<file path="src/rtl/alu_ctrl_seq_if.sv">
// Decode request / decoded-result bundle between the issue stage and alu_ctrl_seq.
// The master side (issue stage) drives the decode request. The slave side (alu_ctrl_seq)
// returns the ready signal, the decoded ALU controls and the MDU sequencing status.
//   in_valid, alu_op, funct           : request from issue stage / main control
//   in_ready                          : request accepted when in_valid & in_ready
//   out_valid, alu_ctrl, jump_reg,
//   shamt_var, hilo_rd, illegal       : registered decode results
//   mdu_start, mdu_op, mdu_busy       : multiply/divide launch and occupancy
interface alu_ctrl_seq_if #(
  parameter int unsigned CTRL_W = 4
);
  logic              in_valid;
  logic              in_ready;
  logic [1:0]        alu_op;
  logic [5:0]        funct;
  logic              out_valid;
  logic [CTRL_W-1:0] alu_ctrl;
  logic              jump_reg;
  logic              shamt_var;
  logic              mdu_start;
  logic [1:0]        mdu_op;
  logic              hilo_rd;
  logic              illegal;
  logic              mdu_busy;

  modport master (
    output in_valid, alu_op, funct,
    input  in_ready, out_valid, alu_ctrl, jump_reg, shamt_var, mdu_start, mdu_op,
           hilo_rd, illegal, mdu_busy
  );

  modport slave (
    input  in_valid, alu_op, funct,
    output in_ready, out_valid, alu_ctrl, jump_reg, shamt_var, mdu_start, mdu_op,
           hilo_rd, illegal, mdu_busy
  );
endinterface

</file>
<file path="src/rtl/alu_ctrl_seq.sv">
// Registered ALU control decoder with a multiply/divide busy sequencer (execute stage).
// Decodes alu_op/funct into an ALU control code, jr flag and shift-source select, launches
// the MDU on mult/div and stalls MDU-dependent requests (mfhi/mflo/mthi/mtlo/mult/div)
// while the MDU is occupied. All decoded outputs are registered (latency 1).
// Ports:
//   clk   : clock, rising edge
//   rst_n : asynchronous active-low reset
//   bus   : alu_ctrl_seq_if.slave (request, ready, decoded outputs, MDU status)
// Build option: define ALU_CTRL_VARSHIFT_EN to decode sllv/srlv/srav (funct 4/6/7)
// as variable shifts; otherwise they are illegal and shamt_var stays 0.
module alu_ctrl_seq #(
  parameter int unsigned CTRL_W     = 4,
  parameter int unsigned MDU_CYCLES = 32,
  parameter int unsigned CNT_W      = 8
) (
  input logic           clk,
  input logic           rst_n,
  alu_ctrl_seq_if.slave bus
);

  localparam logic [CTRL_W-1:0] CodeAnd  = CTRL_W'(0);
  localparam logic [CTRL_W-1:0] CodeOr   = CTRL_W'(1);
  localparam logic [CTRL_W-1:0] CodeAdd  = CTRL_W'(2);
  localparam logic [CTRL_W-1:0] CodeXor  = CTRL_W'(3);
  localparam logic [CTRL_W-1:0] CodeSub  = CTRL_W'(6);
  localparam logic [CTRL_W-1:0] CodeSlt  = CTRL_W'(7);
  localparam logic [CTRL_W-1:0] CodeSltu = CTRL_W'(8);
  localparam logic [CTRL_W-1:0] CodeNor  = CTRL_W'(12);
  localparam logic [CTRL_W-1:0] CodeSll  = CTRL_W'(13);
  localparam logic [CTRL_W-1:0] CodeSrl  = CTRL_W'(14);
  localparam logic [CTRL_W-1:0] CodeSra  = CTRL_W'(15);

  logic [CTRL_W-1:0] dec_ctrl;
  logic              dec_jr, dec_shv, dec_start, dec_hilo, dec_ill;
  logic [1:0]        dec_op;
  logic              hazard, accept;

  logic [CTRL_W-1:0] alu_ctrl_q, alu_ctrl_d;
  logic              jump_reg_q, jump_reg_d;
  logic              shamt_var_q, shamt_var_d;
  logic              hilo_rd_q, hilo_rd_d;
  logic              illegal_q, illegal_d;
  logic [1:0]        mdu_op_q, mdu_op_d;
  logic              out_valid_q, out_valid_d;
  logic              mdu_start_q, mdu_start_d;
  logic [CNT_W-1:0]  cnt_q, cnt_d;
  logic              busy_q, busy_d;

  always_comb begin
    dec_ctrl  = CodeAnd;
    dec_jr    = 1'b0;
    dec_shv   = 1'b0;
    dec_start = 1'b0;
    dec_op    = 2'd0;
    dec_hilo  = 1'b0;
    dec_ill   = 1'b0;
    unique case (bus.alu_op)
      2'd0: dec_ctrl = CodeAdd;
      2'd1: dec_ctrl = CodeSub;
      2'd3: dec_ctrl = CodeAnd;
      default: begin
        case (bus.funct)
          6'd36:        dec_ctrl = CodeAnd;
          6'd37:        dec_ctrl = CodeOr;
          6'd32, 6'd33: dec_ctrl = CodeAdd;
          6'd34, 6'd35: dec_ctrl = CodeSub;
          6'd38:        dec_ctrl = CodeXor;
          6'd42:        dec_ctrl = CodeSlt;
          6'd43:        dec_ctrl = CodeSltu;
          6'd39:        dec_ctrl = CodeNor;
          6'd0:         dec_ctrl = CodeSll;
          6'd2:         dec_ctrl = CodeSrl;
          6'd3:         dec_ctrl = CodeSra;
`ifdef ALU_CTRL_VARSHIFT_EN
          6'd4: begin dec_ctrl = CodeSll; dec_shv = 1'b1; end
          6'd6: begin dec_ctrl = CodeSrl; dec_shv = 1'b1; end
          6'd7: begin dec_ctrl = CodeSra; dec_shv = 1'b1; end
`endif
          6'd8: begin
            dec_ctrl = CodeAdd;
            dec_jr   = 1'b1;
          end
          6'd16, 6'd18: begin
            dec_ctrl = CodeAdd;
            dec_hilo = 1'b1;
          end
          6'd17, 6'd19: dec_ctrl = CodeAdd;
          6'd24, 6'd25, 6'd26, 6'd27: begin
            dec_ctrl  = CodeAdd;
            dec_start = 1'b1;
            dec_op    = bus.funct[1:0];  // funct - 24
          end
          default: dec_ill = 1'b1;
        endcase
      end
    endcase
  end

  // Requests touching HI/LO or the MDU itself must wait for the MDU to drain.
  always_comb begin
    hazard = 1'b0;
    if (bus.alu_op == 2'd2) begin
      hazard = (bus.funct[5:2] == 4'b0100) || (bus.funct[5:2] == 4'b0110);
    end
  end

  assign bus.in_ready = ~(busy_q & hazard);
  assign accept       = bus.in_valid & bus.in_ready;

  always_comb begin
    alu_ctrl_d  = alu_ctrl_q;
    jump_reg_d  = jump_reg_q;
    shamt_var_d = shamt_var_q;
    hilo_rd_d   = hilo_rd_q;
    illegal_d   = illegal_q;
    mdu_op_d    = mdu_op_q;
    out_valid_d = accept;
    mdu_start_d = accept & dec_start;
    cnt_d       = cnt_q;
    busy_d      = busy_q;
    if (accept) begin
      alu_ctrl_d  = dec_ctrl;
      jump_reg_d  = dec_jr;
      shamt_var_d = dec_shv;
      hilo_rd_d   = dec_hilo;
      illegal_d   = dec_ill;
      mdu_op_d    = dec_op;
    end
    // Busy stays high through the cycle where the counter sits at zero.
    if (accept && dec_start) begin
      cnt_d  = CNT_W'(MDU_CYCLES - 1);
      busy_d = 1'b1;
    end else if (busy_q) begin
      if (cnt_q == '0) begin
        busy_d = 1'b0;
      end else begin
        cnt_d = cnt_q - CNT_W'(1);
      end
    end
  end

  always_ff @(posedge clk or negedge rst_n) begin
    if (!rst_n) begin
      alu_ctrl_q  <= '0;
      jump_reg_q  <= 1'b0;
      shamt_var_q <= 1'b0;
      hilo_rd_q   <= 1'b0;
      illegal_q   <= 1'b0;
      mdu_op_q    <= 2'd0;
      out_valid_q <= 1'b0;
      mdu_start_q <= 1'b0;
      cnt_q       <= '0;
      busy_q      <= 1'b0;
    end else begin
      alu_ctrl_q  <= alu_ctrl_d;
      jump_reg_q  <= jump_reg_d;
      shamt_var_q <= shamt_var_d;
      hilo_rd_q   <= hilo_rd_d;
      illegal_q   <= illegal_d;
      mdu_op_q    <= mdu_op_d;
      out_valid_q <= out_valid_d;
      mdu_start_q <= mdu_start_d;
      cnt_q       <= cnt_d;
      busy_q      <= busy_d;
    end
  end

  assign bus.alu_ctrl  = alu_ctrl_q;
  assign bus.jump_reg  = jump_reg_q;
  assign bus.shamt_var = shamt_var_q;
  assign bus.hilo_rd   = hilo_rd_q;
  assign bus.illegal   = illegal_q;
  assign bus.mdu_op    = mdu_op_q;
  assign bus.out_valid = out_valid_q;
  assign bus.mdu_start = mdu_start_q;
  assign bus.mdu_busy  = busy_q;

endmodule

</file>
<file path="src/flat_wrapper.sv">
// flat-port wrapper written by rule: the top's interface ports become plain ports
module alu_ctrl_seq_flat 
#(
  parameter int unsigned CTRL_W     = 4,
  parameter int unsigned MDU_CYCLES = 32,
  parameter int unsigned CNT_W      = 8
)
  (clk, rst_n, bus_in_valid, bus_alu_op, bus_funct, bus_in_ready, bus_out_valid, bus_alu_ctrl, bus_jump_reg, bus_shamt_var, bus_mdu_start, bus_mdu_op, bus_hilo_rd, bus_illegal, bus_mdu_busy);
  alu_ctrl_seq_if #(.CTRL_W(CTRL_W)) bus_i ();
  input logic clk;
  input logic rst_n;
  input wire logic [$bits(bus_i.in_valid)-1:0] bus_in_valid;
  input wire logic [$bits(bus_i.alu_op)-1:0] bus_alu_op;
  input wire logic [$bits(bus_i.funct)-1:0] bus_funct;
  output wire logic [$bits(bus_i.in_ready)-1:0] bus_in_ready;
  output wire logic [$bits(bus_i.out_valid)-1:0] bus_out_valid;
  output wire logic [$bits(bus_i.alu_ctrl)-1:0] bus_alu_ctrl;
  output wire logic [$bits(bus_i.jump_reg)-1:0] bus_jump_reg;
  output wire logic [$bits(bus_i.shamt_var)-1:0] bus_shamt_var;
  output wire logic [$bits(bus_i.mdu_start)-1:0] bus_mdu_start;
  output wire logic [$bits(bus_i.mdu_op)-1:0] bus_mdu_op;
  output wire logic [$bits(bus_i.hilo_rd)-1:0] bus_hilo_rd;
  output wire logic [$bits(bus_i.illegal)-1:0] bus_illegal;
  output wire logic [$bits(bus_i.mdu_busy)-1:0] bus_mdu_busy;
  assign bus_i.in_valid = bus_in_valid;
  assign bus_i.alu_op = bus_alu_op;
  assign bus_i.funct = bus_funct;
  assign bus_in_ready = bus_i.in_ready;
  assign bus_out_valid = bus_i.out_valid;
  assign bus_alu_ctrl = bus_i.alu_ctrl;
  assign bus_jump_reg = bus_i.jump_reg;
  assign bus_shamt_var = bus_i.shamt_var;
  assign bus_mdu_start = bus_i.mdu_start;
  assign bus_mdu_op = bus_i.mdu_op;
  assign bus_hilo_rd = bus_i.hilo_rd;
  assign bus_illegal = bus_i.illegal;
  assign bus_mdu_busy = bus_i.mdu_busy;
  alu_ctrl_seq #(.CTRL_W(CTRL_W), .MDU_CYCLES(MDU_CYCLES), .CNT_W(CNT_W)) u_core (.clk(clk), .rst_n(rst_n), .bus(bus_i));
endmodule
</file>
<file path="config.mk">
export PLATFORM = sky130hd
export DESIGN_NAME = alu_ctrl_seq_flat
export DESIGN_NICKNAME = d
export VERILOG_FILES = /design/src/rtl/alu_ctrl_seq_if.sv /design/src/rtl/alu_ctrl_seq.sv /design/src/flat_wrapper.sv
export SDC_FILE = /design/constraint.sdc
export NUM_CORES = 1
export LEC_CHECK = 0
export CAP_MARGIN = 20
export CORE_UTILIZATION = 46
export DETAILED_ROUTE_END_ITERATION = 7
export HOLD_SLACK_MARGIN = 0.06
export MAX_ROUTING_LAYER = met4
export PLACE_DENSITY = 0.81
export SLEW_MARGIN = 0
export SYNTH_ARGS = -nofsm -noshare
export SYNTH_HDL_FRONTEND = slang
export SYNTH_SLANG_ARGS = --single-unit
export TNS_END_PERCENT = 1
</file>
<file path="constraint.sdc">
create_clock -name clk -period 1.7 [get_ports clk]
set_clock_uncertainty 0.2 [all_clocks]
set_input_delay 0.34 -clock clk [delete_from_list [all_inputs] [get_ports clk]]
set_output_delay 0.34 -clock clk [all_outputs]
set_load 0.02 [all_outputs]
</file>
==> flow_summary.json <==
{
  "status": "complete, but fails checks",
  "failed_checks": "negative setup slack",
  "firstDrtPassIters": 4,
  "layout_common_cells": "buf_4, dfrtp_1, nand2_1, dlygate4sd2_1, nor2_1",
  "cts_max_level": 1,
  "insertion_delay_ns": 0.30,
  "ys_async_sr_fraction_pct": 100,
  "via_per_inst": 5.69,
  "clock_sinks": 20,
  "die_h_um": 54.0,
  "final_common_cell": "buf_4",
  "syn-cell-area_um2": 1240,
  "cap_violations": 0,
  "drv_slew": 0,
  "required_ns": 1.72,
  "nets": 201,
  "start_util_pct": 49.4,
  "fin_util_pct": 70.4,
  "antenna_cells": 0,
  "hold_viol": 0,
  "clkPwrFrac_pct": 28.9,
  "syn_area_per_cell_um2": 9.09,
  "root_buffer": "clkbuf_4",
  "crit_family": "buffers and inverters",
  "synth.yosys.seq_area_share_pct": 40.2,
  "critPathMaxFanout": 13,
  "path_cells": "clkdlybuf4s50_1 -> buf_4 -> or3_1 -> a21oi_1 -> o211ai_1 -> a31oi_1",
  "clk_pin_slew_worst_paths_ns": 0.11,
  "setup-tns-final_ns": -0.126,
  "reg2reg_setup_slack_ns": 0.06,
  "grt_antenna_before_repair": 0,
  "p_sw_mw": 0.259,
  "min_period_ns": 1.80,
  "cp-start-kind": "input pin",
  "die_w_um": 54.0,
  "leakage_nw": 0.822,
  "min_path_type": "input pin to flop",
  "cp_slowest_cell": "clkdlybuf4s50_1",
  "die_area_um2": 2920,
  "synth-xor-area-share_pct": 4.22,
  "cts_tree": "yes",
  "fmaxAchievable_mhz": 556,
  "synth_fp_nets": 150,
  "synth_top_family_by_area": "simple AND/OR/NAND/NOR gates",
  "grt_usage_pct": 24.6,
  "ir_worst_vdd_mv": 0.538,
  "p_comb_share_pct": 20.6,
  "gr-total-overflow": 0,
  "fin_crit_sh_pct": 106,
  "total_power_mw": 0.967,
  "multi_input_area_um2": 709,
  "ys.flop_type": "dfrtp_1",
  "critical_path_buf_inv_count": 2,
  "cts_max_path_buffers": 2,
  "end_kind": "flop",
  "nFillCells": 207,
  "register_area_um2": 500,
  "rows": 18,
  "grt_pass1_vias": 1149,
  "hold_buffers": 0,
  "grt_pass1_wl_mm": 4.89,
  "core_um2": 2520,
  "ios": 25,
  "io_buffers": 23,
  "whs_ns": 0.0698,
  "dp_hpwl_mm": 2.32,
  "largest_register_ffs": 8,
  "ys_types": 43,
  "p_sw_share_pct": 26.8,
  "synthAdderAreaFrac_pct": 2.01,
  "grt_max_degree": 21,
  "power_frac_seq_pct": 50.6,
  "synth_compound_area_share_pct": 15.6,
  "vias": 1234,
  "dp.cells": 213,
  "powerDensity_nw_per_um2": 545,
  "fin_ws_ns": -0.0999,
  "setup_viol": 3,
  "numCtsBuffers": 3,
  "layout-drive-gt1-share_pct": 27.8,
  "synthCells": 137,
  "critPathKind": "input pin to flop",
  "place.gp.congestion": 0.862,
  "drt-total-wl_mm": 3.07,
  "drc": 0,
  "synth_edf_count": 0,
  "syn_to_final_growth_pct": 42.6,
  "p_int_mw": 0.708,
  "synth-seq-cells": 20,
  "cpPeakStageDelay_ns": 0.43,
  "rsz0062_at_grt": "true",
  "synthSimpleGateAreaFrac_pct": 28.4,
  "wl_per_cell_um": 14.2,
  "ant_nets": 0,
  "yosys_warnings": 0,
  "top_register": "u_core.cnt_q",
  "final_cells": 217,
  "drt_iter0_drc": 34,
  "synth_mux_area_share_pct": 2.41,
  "worst_ep_arrival_time_ns": 1.82
}
-- kinds of logic after synthesis --
| family | Yosys count |
|---|---|
| simple gates | 64 |
| compound gates | 27 |
| flops | 20 |
| buf+inv | 14 |
| xor+xnor | 6 |
| mux | 3 |
| fa+ha+maj | 2 |
| other cells | 1 |
-- metrics by stage --
step	setup slack (ns)	instance area, um2
3_3_place_gp	-0.593	1700
2_1_floorplan	0.00105	1250
6_report	-0.0999	1780
4_1_cts	-0.183	1730
5_1_grt	-0.126	1780
3_5_place_dp	-0.623	1700
-- synth_stat cells, drive strengths merged, types with 3 or more instances --
cell type	n	share of area, %
mux2i	3	2.4
a21oi	6	2.4
nor4	3	1.5
xor2	6	4.2
dfrtp	20	40
nor2b	3	1.5
nand4	5	2.5
buf	8	4.6
o41ai	3	2.7
or3	3	1.9
nand2	18	5.4
nor2	13	4.5
o21ai	5	2.3
nand3	6	2.8
nor3	3	1.2
inv	5	1.5
-- worst paths after layout --
check,start,endpoint,cells past startpoint
setup / recovery,bus_funct[0],u_core.bus.alu_ctrl[2]$_DFFE_PN0P_,6
hold / removal,bus_alu_op[1],u_core.bus.alu_ctrl[1]$_DFFE_PN0P_,2
setup reg to reg,u_core.cnt_q[4]$_DFFE_PN0P_,u_core.cnt_q[1]$_DFFE_PN0P_,5
hold reg to reg,u_core.bus.illegal$_DFFE_PN0P_,u_core.bus.illegal$_DFFE_PN0P_,2
max in group asynchronous,rst_n,u_core.cnt_q[4]$_DFFE_PN0P_,2
min in group asynchronous,rst_n,u_core.bus.mdu_start$_DFF_PN0_,2
-- per-layer routing --
metal | global-route usage (%) | routed length, um | up-vias
li1 | - | - | 584
met5 | - | 0 | -
met1 | 25.9 | 1290 | 612
met2 | 44.7 | 1670 | 34
met4 | 12.0 | 34 | 0
met3 | 3.11 | 83 | 4
-- area by class of cell --
cell class                 instances  area share (%)
sequential                        20            28.2
inverter                           6            1.55
clock buffer                       4            2.04
tap                               30            2.11
timing repair buffer              54            26.1
multi-input combinational        103            40.0
-- power groups by stage --
stage | clock, mW | sequential (mW) | combinational [mW]
finish | 0.279 | 0.489 | 0.199
detailed placement | 0 | 0.499 | 0.206
CTS | 0.288 | 0.489 | 0.199
floorplan | 0 | 0.510 | 0.0901
global route | 0.318 | 0.491 | 0.215
global placement | 0 | 0.499 | 0.198
-- repair_timing --
item | in CTS | in global routing
resized for setup | 25 | 11
gates cloned | 0 | 0
setup buffers | 0 | 0
pin swaps | 4 | 0
endpoints found under the setup margin | 31 | 19
No activity file was read; power rests on OpenSTA's default activity.
